$ cat src/rtl/rvc_asap_5pl_d_mem_arb.sv
// Data-memory arbiter: core has fixed priority, E wins after STARVE_LIMIT denied cycles.
// Load data returns one cycle after the grant and is steered to the requester that issued it.
module rvc_asap_5pl_d_mem_arb #(
    parameter int unsigned STARVE_LIMIT = 4
) (
    input  logic        clock,
    input  logic        rst_n,
    input  logic        c_req,
    input  logic        c_wren,
    input  logic [31:0] c_address,
    input  logic [31:0] c_data,
    input  logic [3:0]  c_byteena,
    output logic        c_gnt,
    output logic        c_rvalid,
    output logic [31:0] c_rdata,
    input  logic        e_req,
    input  logic        e_wren,
    input  logic [31:0] e_address,
    input  logic [31:0] e_data,
    input  logic [3:0]  e_byteena,
    output logic        e_gnt,
    output logic        e_rvalid,
    output logic [31:0] e_rdata,
    output logic        m_wren,
    output logic        m_rden,
    output logic [31:0] m_address,
    output logic [31:0] m_data,
    output logic [3:0]  m_byteena,
    input  logic [31:0] m_q
);

    localparam logic [3:0] LIMIT = 4'(STARVE_LIMIT);

    logic [3:0] r_wait_cnt;
    logic       r_rd_pend;
    logic       r_rd_owner;
    logic       w_starve;

    assign w_starve = (r_wait_cnt == LIMIT);

    // Grants are gated by rst_n so nothing reaches the memory while reset is held.
    assign e_gnt = rst_n && e_req && (!c_req || w_starve);
    assign c_gnt = rst_n && c_req && !e_gnt;

    always_comb begin
        m_wren    = 1'b0;
        m_rden    = 1'b0;
        m_address = '0;
        m_data    = '0;
        m_byteena = '0;
        if (e_gnt) begin
            m_wren    = e_wren;
            m_rden    = !e_wren;
            m_address = e_address;
            m_data    = e_data;
            m_byteena = e_byteena;
        end else if (c_gnt) begin
            m_wren    = c_wren;
            m_rden    = !c_wren;
            m_address = c_address;
            m_data    = c_data;
            m_byteena = c_byteena;
        end
    end

    always_ff @(posedge clock or negedge rst_n) begin
        if (!rst_n) begin
            r_wait_cnt <= '0;
            r_rd_pend  <= 1'b0;
            r_rd_owner <= 1'b0;
        end else begin
            if (e_req && !e_gnt) begin
                if (r_wait_cnt != LIMIT) begin
                    r_wait_cnt <= r_wait_cnt + 4'd1;
                end
            end else begin
                r_wait_cnt <= '0;
            end
            r_rd_pend <= m_rden;
            if (m_rden) begin
                r_rd_owner <= e_gnt;
            end
        end
    end

    assign c_rvalid = r_rd_pend && !r_rd_owner;
    assign e_rvalid = r_rd_pend && r_rd_owner;
    assign c_rdata  = c_rvalid ? m_q : 32'd0;
    assign e_rdata  = e_rvalid ? m_q : 32'd0;

endmodule

$ cat config.mk
export PLATFORM = sky130hd
export DESIGN_NAME = rvc_asap_5pl_d_mem_arb
export DESIGN_NICKNAME = d
export VERILOG_FILES = /design/src/rtl/rvc_asap_5pl_d_mem_arb.sv
export SDC_FILE = /design/constraint.sdc
export NUM_CORES = 1
export LEC_CHECK = 0
export ABC_AREA = 1
export BUFFER_PORTS_ARGS = -buffer_cell sky130_fd_sc_hd__buf_4
export CORE_AREA = 10 10 114 116
export DETAILED_ROUTE_END_ITERATION = 16
export DIE_AREA = 0 0 124 126
export PLACE_DENSITY = 0.5
export SYNTH_ARGS = -nofsm -noshare
export SYNTH_HDL_FRONTEND = slang
export SYNTH_SLANG_ARGS = --single-unit
export TNS_END_PERCENT = 100
$ cat constraint.sdc
create_clock -name clock -period 3.4 [get_ports clock]
set_input_delay 0.17 -clock clock [delete_from_list [all_inputs] [get_ports clock]]
set_output_delay 0.17 -clock clock [all_outputs]
set_load 0.01 [all_outputs]
==> out/metrics.cfg <==
[status]
status=finished clean

[timing]
finalCritPeriodShare_pct=77.05
finalMaxSlewViolations=0
max_slew_margin_pct=28.07
clock.fmax_mhz=381.7
fin_crit_ps=2620
setup_viol=0
rsz0062_at_grt=false
skew_ps=2.619
tns_ps=0
fin_ws_ps=780.3
worst_pin_slew_ps=1076
hold_viol=0

[clock_network]
ctsResizeCount=0
clkSlewWorstSetupHoldPaths_ps=40
cts_sinks=6
cts-root-buf=clkbuf_8
cts_buffers=3
postCtsSetupBuffers=0
cts_tree=yes
clk_path_buf_depth=2
htree_num_levels=1
clk_latency_ps=220

[routing]
via_per_inst=4.041
drc_errors=0
ant_nets=0
firstDrtPassIters=4
wl_per_cell_um=16.00
vias=3265
drt_wl_total_mm=12.93
drt_iter0_drc=108

[layout]
area_delta_synth_final_pct=151.8
layout-drive-gt1-share_pct=50.00
num_antenna_cells=0
fin_nets=846

[worst_setup_path]
cp.required_ps=3230
crit_path_start_kind=register
crit_type=reg -> out
crit_fanout=38
worstPathArrival_ps=2450
end_kind=output port

[power_and_ir_drop]
p_per_area_nw_per_um2=167.9
peakVddDrop_v=0.00009116
cellLeakagePower_nw=2.725
total_power_mw=0.6919

[placement]
gp_congestion=0.9062
place_hpwl_mm=11.66
pre_cts_ws_ps=1005
numPortBuffers=311

[die]
initial_utilization_pct=15.30
row_count=38
dieArea_um2=15620
die_w_um=124
core_area_um2=10700
io_pins=312
die_h_um=126

[flow_run]
maxCapViolations=0

[global_route]
grt.overflow.total=0
grt_pass1_wl_mm=18.55
first_global_vias=3324
antenna_found_initial=0
track_usage_pct=14.72
grt_start_max_net_pins=39

[logic_synthesis]
ys_warn_count=0
syn_inst=369
syn-cell-area_um2=1637
synth_flop_cell=dfrtp_1
synth.ff_latch_count=6
synth.distinct_cells=19
syn_avg_cell_area_um2=4.435
async_flop_share_pct=100.0
synth_edf_count=0
yosysSeqAreaShare_pct=9.174
synth.net_count=545

[worst_hold_path]
holdCritPathClass=in -> reg

-- metal layers --
layer | vias to the layer above | global-route usage, % | routed length (µm)
li1 | 1653 | - | -
met1 | 1398 | 13.87 | 4366
met2 | 206 | 28.50 | 6686
met3 | 8 | 6.479 | 1757
met4 | 0 | 2.507 | 116
met5 | - | 0 | 0
-- worst max-delay path, cell delays in order (launching register included) --
cell	delay, ps
dfrtp_1	390
inv_1	90
ha_1	250
nand3_4	130
nand2_2	70
nand2_4	80
nand2_2	50
inv_2	470
buf_4	390
nand2_1	100
nand2_1	70
buf_4	120
-- cell type report --
class / count / area (µm²)
clock buffers: 3 / 41.29
multi-input cells: 298 / 1210
fillers: 1174 / 6578
flip-flops and latches: 6 / 150.1
inverters: 45 / 168.9
repair buffers: 316 / 2375
well taps: 140 / 175.2
-- state kept, by name, indices dropped and copies added (netlist names) --
| register | cells |
|---|---|
| r_wait_cnt | 4 |
| r_rd_owner | 1 |
| r_rd_pend | 1 |
-- cells in the final DEF, fill, tap and decap left out --
cell and count:
buf_4 315, nand2_1 205, nor2_1 67, inv_1 43, nand2_2 12, dfrtp_1 6, nand3_1 3, clkbuf_8 3
inv_2 2, a21oi_1 2, nand4_1 2, ha_1 2, nand3_4 1, nand2_4 1, o21ai_0 1, xor2_1 1
xnor2_1 1, dlygate4sd3_1 1
-- kinds of logic after synthesis --
| family | synth area share [%] |
|---|---|
| xor gates and xnor gates | 1.071 |
| and+or+nand+nor | 70.41 |
| adders and majority gates | 1.529 |
| DFF | 9.174 |
| AOI/OAI and AO/OA | 0.9172 |
| buffers and inverters | 16.90 |
-- synth_stat cells, types with 2 or more instances --
cell,number,area (µm²)
ha_1,2,25.02
buf_6,2,22.52
nand2_2,12,75.07
clkbuf_1,6,22.52
nand2_1,205,769.5
inv_1,43,161.4
nand4_1,2,12.51
nand3_1,3,15.01
nor2_1,67,251.5
dfrtp_1,6,150.1
a21oi_1,2,10.01
buf_2,11,55.05
inv_2,2,7.510
-- through the flow --
step	cell area, µm²	cells	util, %	hold WS (ps)
floorplan	1637	369	-	-125.6
global placement	4069	804	38.04	-7.935
detailed placement	4069	804	38.04	-8.115
CTS	4120	808	38.51	231.6
global route	4120	808	38.51	259.6
finish	4120	808	38.51	236.3
-- what timing repair did --
action	in CTS	in global routing
setup endpoints to repair	0	0
hold buffers	1	0
hold endpoints to repair	6	0
-- worst paths after layout --
| path | from | to | slack, ps | cells after the start |
|---|---|---|---|---|
| max in group asynchronous | rst_n | r_wait_cnt[1]$_DFFE_PN0P_ | 2960 | 2 |
| hold / removal | e_wren | r_rd_owner$_DFFE_PN0P_ | 240 | 4 |
| min in group asynchronous | rst_n | r_rd_pend$_DFF_PN0_ | 310 | 2 |
| setup reg to reg | r_wait_cnt[0]$_DFFE_PN0P_ | r_rd_pend$_DFF_PN0_ | 1300 | 9 |
| hold reg to reg | r_rd_owner$_DFFE_PN0P_ | r_rd_owner$_DFFE_PN0P_ | 510 | 2 |
| setup / recovery | r_wait_cnt[0]$_DFFE_PN0P_ | m_address[30] | 780 | 11 |
-- power by group --
part / total [mW] / internal (mW) / switching, mW
Clock: 0.103 / 0.0757 / 0.0271
Sequential: 0.0903 / 0.0803 / 0.00999
Combinational: 0.499 / 0.273 / 0.226
Power figures use the tool's default switching activity.
